## config.mk

```make
export PLATFORM = sky130hd
export DESIGN_NAME = filter_gauss3x3
export DESIGN_NICKNAME = d
export VERILOG_FILES = /design/src/rtl/filter_pkg.sv /design/src/rtl/filter_vsum.sv /design/src/rtl/filter_gauss3x3.sv
export SDC_FILE = /design/constraint.sdc
export NUM_CORES = 1
export LEC_CHECK = 0
export ABC_AREA = 1
export CAP_MARGIN = 15
export CORE_ASPECT_RATIO = 1.1
export CORE_UTILIZATION = 57
export CTS_CLUSTER_DIAMETER = 30
export DETAILED_ROUTE_END_ITERATION = 10
export HOLD_SLACK_MARGIN = 0.15
export PLACE_DENSITY = 0.9
export SETUP_SLACK_MARGIN = 0.15
export SLEW_MARGIN = 5
export SYNTH_ARGS = -nofsm -noshare
export SYNTH_HDL_FRONTEND = slang
export SYNTH_SLANG_ARGS = --single-unit
export TNS_END_PERCENT = 5
```

## constraint.sdc

```tcl
create_clock -name clk -period 3.7 [get_ports clk]
set_clock_uncertainty 0.1 [all_clocks]
set_input_delay 1.11 -clock clk [delete_from_list [all_inputs] [get_ports clk]]
set_output_delay 1.11 -clock clk [all_outputs]
set_load 0.03 [all_outputs]
```

## src/rtl/filter_pkg.sv

```systemverilog
// Shared constants for the luma 3x3 Gaussian filter: frame geometry,
// pipeline latency, kernel weights/rounding and line-memory bank offsets.
package filter_pkg;

  localparam int HAC        = 1920;
  localparam int VAC        = 1080;
  localparam int DATA_WIDTH = 8;
  localparam int ROW_W      = 11;

  localparam int FILTER_LAT = 4;

  // Kernel is separable 1-2-1; the centre tap is a left shift by one.
  localparam int W_CENTRE_SHIFT = 1;
  localparam int RND            = 8;
  localparam int SHIFT          = 4;

  localparam logic [1:0] BANK_BOT = 2'd1;
  localparam logic [1:0] BANK_MID = 2'd2;
  localparam logic [1:0] BANK_TOP = 2'd3;

endpackage

```

## src/rtl/filter_vsum.sv

```systemverilog
// Selects the three most recent completed rows from the line memories,
// replicates the middle row at the top/bottom frame edges, and forms the 1-2-1 column sum.
module filter_vsum
  import filter_pkg::*;
#(
  parameter int DW       = filter_pkg::DATA_WIDTH,
  parameter int NB       = 4,
  parameter int VAC_ROWS = filter_pkg::VAC
) (
  input  logic [NB*DW-1:0] i_rdata,
  input  logic [1:0]       i_wr_bank,
  input  logic [ROW_W-1:0] i_row,
  output logic [DW+1:0]    o_vsum
);

  logic [1:0]    bot_bank;
  logic [1:0]    mid_bank;
  logic [1:0]    top_bank;
  logic [DW-1:0] top_px;
  logic [DW-1:0] mid_px;
  logic [DW-1:0] bot_px;

  // Two-bit subtraction gives the mod-4 wrap of the bank ring for free.
  assign bot_bank = i_wr_bank - BANK_BOT;
  assign mid_bank = i_wr_bank - BANK_MID;
  assign top_bank = i_wr_bank - BANK_TOP;

  always_comb begin
    mid_px = i_rdata[mid_bank*DW +: DW];
    top_px = i_rdata[top_bank*DW +: DW];
    bot_px = i_rdata[bot_bank*DW +: DW];
    if (i_row == '0) begin
      top_px = mid_px;
    end
    if (i_row == ROW_W'(VAC_ROWS - 1)) begin
      bot_px = mid_px;
    end
    o_vsum = {2'b00, top_px} + ({2'b00, mid_px} << W_CENTRE_SHIFT) + {2'b00, bot_px};
  end

endmodule

```

## src/rtl/filter_gauss3x3.sv

```systemverilog
// Luma 3x3 Gaussian stage: column sum, 3-tap horizontal window with edge
// replication, rounding, and a matching 4-cycle delay on vs/hs/de.
module filter_gauss3x3
  import filter_pkg::*;
#(
  parameter int DATA_WIDTH = filter_pkg::DATA_WIDTH,
  parameter int NUM_BANK   = 4,
  parameter int HAC        = filter_pkg::HAC,
  parameter int VAC        = filter_pkg::VAC
) (
  input  logic                           clk,
  input  logic                           rstn,
  input  logic                           i_vs,
  input  logic                           i_hs,
  input  logic                           i_de,
  input  logic [1:0]                     i_wr_bank,
  input  logic [NUM_BANK*DATA_WIDTH-1:0] i_mem_y_rdata,
  output logic [DATA_WIDTH-1:0]          o_y,
  output logic                           o_vs,
  output logic                           o_hs,
  output logic                           o_de
);

  localparam int VW = DATA_WIDTH + 2;
  localparam int HW = DATA_WIDTH + 4;

  if (NUM_BANK != 4 || HAC < 1 || VAC < 1 || VAC > (1 << ROW_W)) begin : g_cfg_check
    $error("filter_gauss3x3: unsupported configuration");
  end

  logic                    armed_q, armed_d;
  logic                    de_eff;
  logic [FILTER_LAT-1:0]   de_q, de_d;
  logic [FILTER_LAT-1:0]   hs_q, hs_d;
  logic [FILTER_LAT-1:0]   vs_q, vs_d;
  logic [ROW_W-1:0]        row_q, row_d;
  logic [VW-1:0]           vsum_q, vsum_d;
  logic [VW-1:0]           v1_q, v1_d;
  logic [VW-1:0]           v2_q, v2_d;
  logic [VW-1:0]           left_col;
  logic [VW-1:0]           right_col;
  logic [HW-1:0]           hsum_q, hsum_d;
  logic [DATA_WIDTH-1:0]   y_q, y_d;

  filter_vsum #(
    .DW      (DATA_WIDTH),
    .NB      (NUM_BANK),
    .VAC_ROWS(VAC)
  ) u_vsum (
    .i_rdata  (i_mem_y_rdata),
    .i_wr_bank(i_wr_bank),
    .i_row    (row_q),
    .o_vsum   (vsum_d)
  );

  // After reset, a line already in progress is ignored until de has been seen low.
  // de_q[0..3] hold the enable aligned with vsum_q, v1_q (centre), hsum_q and y_q.
  always_comb begin
    armed_d = armed_q | ~i_de;
    de_eff  = i_de & armed_q;
    de_d    = {de_q[FILTER_LAT-2:0], de_eff};
    hs_d    = {hs_q[FILTER_LAT-2:0], i_hs};
    vs_d    = {vs_q[FILTER_LAT-2:0], i_vs};

    row_d = row_q;
    if (i_vs) begin
      row_d = '0;
    end else if (de_q[0] && !de_eff && row_q != ROW_W'(VAC - 1)) begin
      row_d = row_q + ROW_W'(1);
    end

    // vsum_q is the newest column (v0); v1_q is the centre, v2_q the left.
    v1_d = vsum_q;
    v2_d = v1_q;
    left_col  = (de_q[1] && !de_q[2]) ? v1_q : v2_q;
    right_col = (de_q[1] && !de_q[0]) ? v1_q : vsum_q;
    hsum_d = HW'(left_col) + (HW'(v1_q) << W_CENTRE_SHIFT) + HW'(right_col);

    y_d = '0;
    if (de_q[2]) begin
      y_d = DATA_WIDTH'((hsum_q + HW'(RND)) >> SHIFT);
    end
  end

  always_ff @(posedge clk or negedge rstn) begin
    if (!rstn) begin
      armed_q <= 1'b0;
      de_q    <= '0;
      hs_q    <= '0;
      vs_q    <= '0;
      row_q   <= '0;
      vsum_q  <= '0;
      v1_q    <= '0;
      v2_q    <= '0;
      hsum_q  <= '0;
      y_q     <= '0;
    end else begin
      armed_q <= armed_d;
      de_q    <= de_d;
      hs_q    <= hs_d;
      vs_q    <= vs_d;
      row_q   <= row_d;
      vsum_q  <= vsum_d;
      v1_q    <= v1_d;
      v2_q    <= v2_d;
      hsum_q  <= hsum_d;
      y_q     <= y_d;
    end
  end

  assign o_y  = y_q;
  assign o_de = de_q[FILTER_LAT-1];
  assign o_hs = hs_q[FILTER_LAT-1];
  assign o_vs = vs_q[FILTER_LAT-1];

endmodule
```

After elaboration in Yosys (flattened, before gate mapping)
Cells that the tools add are included.

storage, ports and cells
  output and inout bits = 11
  register bits = 74

cells by class
  bitwise gates (word level) = 3
  muxes and demuxes = 7
  reductions and logical operators = 9
  equal/unequal tests = 2
  shift-type cells = 3
  $add $sub $neg = 9

operators with widths
  kind                                                                number
  32-bit by 6-bit variable part select with 8-bit output              3
  8-bit 2-to-1 mux                                                    3
  11-bit 2-to-1 mux                                                   2
  10-bit 2-to-1 mux                                                   2
  10-bit by 11-bit adder with 12-bit output                           1
  12-bit by 10-bit adder with 12-bit output                           1
  12-bit by 4-bit adder with 12-bit output, second input constant     1
  11-bit by 1-bit adder with 11-bit output, second input constant     1
  11-bit == test, second input constant                               1
  11-bit logical NOT                                                  1
  11-bit inequality test, second input constant                       1
  10-bit by 8-bit adder with 10-bit output                            1
  8-bit by 9-bit adder with 10-bit output                             1
  1-bit logical AND                                                   4
  2-bit subtractor, second input constant                             2
  1-bit logical NOT                                                   3
  2-bit nonzero test                                                  1
  2-bit by 1-bit subtractor with 2-bit output, second input constant  1
  1-bit bitwise AND                                                   1
  1-bit NOT                                                           1
  1-bit bitwise OR                                                    1

Logic depth before layout (Yosys ltp)
  word-level depth = 6
  mapped depth = 20
  mapped depth without buffers = 19

Hierarchy
Synthesis repeated with hierarchy kept, for this count alone.

unflattened totals
  cells, all modules = 687
  area, all modules = 4,956.0 um^2

by module, submodules not included
  module           cells each  instances  area each (um^2)
  filter_gauss3x3  343         1          3,294.4
  filter_vsum      344         1          1,661.6

Least setup slack after synthesis
Ideal clock, no wire load.

  path kind = input to register
  from = input i_wr_bank[0]
  to = register vsum_q[9] (netlist: v1_d[9])
  stages = 17
  arrival time = 3,721 ps
  setup time = 124 ps
  buffers on the path = 2
  path slack = -245 ps
  required time = 3,476 ps
  path through = buf_2 -> buf_2 -> nand2_1 -> o21ai_0 -> nor2_1 -> a211oi_1 -> a21oi_1 -> fa_1 -> inv_1 -> ha_1 -> fa_1 -> nand3_1 -> nand2_1 -> a21oi_1 -> o21bai_1 -> a21oi_1 -> o21bai_1

between the ends
  word-level cells in the longest chain between the ends = 5

ends and longest elaborated chain
  item                                                                              RTL line                              RTL
  from (decl)                                                                       filter_gauss3x3.sv:16                 input logic [1:0] i_wr_bank,
  2-bit subtractor, on equally long branches                                        filter_vsum.sv:26, filter_vsum.sv:25
  32-bit by 6-bit variable part select with 8-bit output, on equally long branches  filter_vsum.sv:30, filter_vsum.sv:29
  8-bit 2-to-1 mux                                                                  filter_vsum.sv:32                     if (i_row == '0) begin
  8-bit by 9-bit adder with 10-bit output                                           filter_vsum.sv:38                     o_vsum = {2'b00, top_px} + ({2'b00, mid_px} << W_CENTRE_SHIFT) + {2'b00, bot_px};
  10-bit by 8-bit adder with 10-bit output (*)                                      filter_vsum.sv:38
  net u_vsum.o_vsum[9]                                                              filter_vsum.sv:13                     output logic [DW+1:0] o_vsum
  to (signal assigned)                                                              filter_gauss3x3.sv:103                vsum_q <= vsum_d;
  to (decl)                                                                         filter_gauss3x3.sv:37                 logic [VW-1:0] vsum_q, vsum_d;

Mark *: on every way through the listed nets, which the timed path passes. The rest lies on a longest branch.
A chain may end at the register's enable or synchronous reset.

Worst setup path in the final report
Same ends and word-level chain as after synthesis.

==> metrics.md <==
| Metric | Value |
|---|---|
| Max-slew violations | 0 |
| CP Max Fanout | 6 |
| Synth top area cells | dfrtp_1 (40%), nand2_1 (10%), fa_1 (7.7%), inv_1 (6.6%), ha_1 (5.9%) |
| Worst setup margin | -0.137 ns |
| Wire per inst | about 18 um |
| H-tree Lvls | 3 |
| Max Clk Rate | 261 MHz |
| Worst Hold Class | reg -> reg |
| Ant. Diodes | 0 |
| Die area | about 8000 sq um |
| Kind of critical path | in -> reg |
| Starting Density | 0.591 |
| Die Y | 94.5 um |
| Maxcap violations | 0 |
| Complex-gate fraction of the synthesized area | 0.136 |
| Initial antenna violation count | 0 |
| Dominant cell type by area after synthesis | dfrtp_1 |
| Largest net degree at the start of global routing | 72 |
| Area of the mapped netlist | 4440 sq um |
| Largest family of logic cells by synthesized area | simple AND/OR/NAND/NOR gates |
| Leakage power | 2.93 nW |
| Clock slew at reported path FFs | 0.08 ns |
| Vias in the first global route | 4255 |
| Crit end category | flip-flop |
| Mapped Nets | 608 |
| Clk sink count | 71 |
| CP required | 3.83 ns |
| Placement Rows | 33 |
| Cells after synthesis | 531 |
| Failing checks | setup timing |
| Syn-to-layout area delta | 35.0% |
| GRT Overall Usage | 0.297 |
| Hold buffers post-CTS | 0 |
| Post-synthesis adder-cell area fraction | 0.136 |
| CP startpoint kind | input pin |
| Slew HR | 0.421 |
| HPWL after DPL | roughly 7.3 mm |
| TritonCTS buffer count | 9 |
| Final Cycle Share | 1.04 |
| I/O pins | 50 |
| Synth top area share | 0.400 |
| Flops & latches, synth | 71 |
| CP top delay family | compound AO/OA/AOI/OAI gates |
| DRC Markers | 0 |
| Dpl ws | -0.682 ns |
| Number of synthesized flops with an enable pin | 0 |
| 1st-iter DRT viols | around 280 |
| Final Non-Filler Cells | ~750 |
| Register area share after synthesis | 0.400 |
| First-pass GRT wire length | about 19 mm |
| I/O Buffers | 49 |
| Ys flop type | dfrtp_1 |
| Pre-Repair DR Iteration Count | 5 |
| Syn Area/Cell | ~8.4 sq um |
| Setup violations, final | 4 |
| Post-synthesis simple-gate area fraction | 0.202 |
| Most Frequent Cell on Critical Path | a21oi_2 |
| Peak supply drop | 0.370 mV |
| Clk buf depth | 2 |
| Synth Area in XOR/XNOR | 0.0197 |
| Final Cell Area | 5990 sq um |
| Worst Tran Pin Value | 0.869 ns |
| Worst path cell trace | buf_6 > buf_8 > nor2_4 > inv_4 > nand2_8 > buf_12 > inv_8 > buf_4 > a211oi_1 > a31oi_1 > fa_1 > ha_4 > a21oi_2 > nand2_2 > a21oi_2 > o21bai_2 > a21oi_2 > o21bai_1 |
| Async SR Flop Fraction | 1.00 |
| DR vias | 4439 |
| Placement Cell Area | about 5300 sq um |
| Unrepaired setup endpoints after global routing | true |
| Routed Antenna Nets | 0 |
| Synth cell types | 39 |
| Pwr dens | 779 nW/um^2 |
| Layout cells sized above 1 | 0.233 |
| Placer Congestion | 0.848 |
| Grt total ovfl | 0 |
| Core area | around 7500 sq um |
| Slowest-stage cell, CP | fa_1 |
| Nets | 716 |
| Min Tclk post-route | 3.84 ns |
| CTS tree | built |
| Status | complete, but fails checks |
| WP data arrival | 3.97 ns |
| Most common cell after layout, fill and taps aside | nand2_1 |
| WP buf/inv | 6 |
| Post-placement cell count | 710 |
| Mux cell area share after synthesis | 0.0271 |
| Most frequent cells in the layout | nand2_1 (112), inv_1 (71), dfrtp_1 (71), buf_4 (47), o21ai_0 (37) |
| Fin. Hold Viols | 0 |
| Clock Latency Late Sink | 0.36 ns |
| Vias/cell | roughly 5.9 |
| Root buf cell | clkbuf_8 |
| Die Width | around 86 um |
| Slowest stage delay, CP | 0.56 ns |
| Synth Warn # | 0 |
| Detailed Route WL | 13.3 mm |
## worst paths after layout
path                                            from                   to  slack (ns)  cells after the start
worst max-delay path                    i_wr_bank[0]    v1_d[9]$_DFF_PN0_       -0.14                     18
worst min-delay path               vs_q[1]$_DFF_PN0_    vs_q[2]$_DFF_PN0_        0.25                      0
worst max register to register  row_q[0]$_DFFE_PN0P_    v1_d[9]$_DFF_PN0_        0.01                     18
worst min register to register     vs_q[1]$_DFF_PN0_    vs_q[2]$_DFF_PN0_        0.25                      0
max in group asynchronous                       rstn    v2_q[4]$_DFF_PN0_        2.08                      2
min in group asynchronous                       rstn  hsum_q[6]$_DFF_PN0_        0.83                      2
## synth_stat cells (2+ instances only)
library cell and n:
o211ai_1 2, clkbuf_1 2, nor2_1 33, xor2_1 10, a21oi_1 23, a31oi_1 5, nor2_2 2, a211oi_1 7
buf_2 4, fa_1 17, nand3_1 19, nor3_1 6, o22ai_1 3, nand2_2 3, o21ai_0 50, nor2_4 3
inv_1 78, o21bai_1 3, a22oi_1 7, ha_1 21, dfrtp_1 71, nand2_1 123, nand4_1 12, mux2i_1 12
## flip-flops by register name, indices dropped and copies added, names as in the netlist
register and cells:
row_q 11, v1_d 10, v1_q 10, v2_q 10, hsum_q 9, o_y 8, de_q 4, hs_q 4
vs_q 4, armed_q 1
## logic make-up (layout without fill, tap and decap cells)
logic type | Yosys count | after routing
muxes | 12 | 12
and+or+nand+nor | 205 | 206
xor gates and xnor gates | 10 | 10
AOI/OAI and AO/OA | 106 | 106
buffers and inverters | 89 | 201
adders and majority gates | 38 | 38
DFF | 71 | 71
## per-layer routing
layer,GRT usage,vias up,part of all wire
li1,-,1968,-
met1,0.315,2069,0.34
met2,0.552,295,0.51
met3,0.0594,107,0.070
met4,0.161,0,0.075
met5,0,-,0
## power breakdown
part           total (mW)  switching (mW)  leakage, nW  internal, mW
registers            1.18           0.127        0.867          1.06
logic                2.86            1.70         1.97          1.16
clock network       0.624           0.309       0.0968         0.315
total                4.67            2.13         2.93          2.53
## stage by stage
step	hold slack, ns	power, mW	util	setup TNS (ns)
after CTS	0.259	4.45	0.766	0
after floorplan	0.231	3.03	-	0
after global routing	0.262	5.05	0.797	-0.701
final	0.254	4.67	0.797	-0.406
after detailed placement	0.239	3.71	0.707	-3.94
after global placement	0.233	3.51	0.707	-2.85
## layout make-up
cell class                 instances  area, sq um
clock buffer                      10          128
clock inverter                     6         68.8
fill                             424         1520
inverter                          81          319
multi-input combinational        372         2620
sequential                        71         1780
tap                              105          131
timing repair buffer             103          945
timing repair inverter             1         6.26
## repair_timing
item,4_1_cts,5_1_grt
gates resized for setup,50,51
setup buffers,12,8
endpoints found under the setup margin,8,6
pin swaps,27,27
gates cloned,3,0
Note: power is estimated with default switching activity, not from simulation.
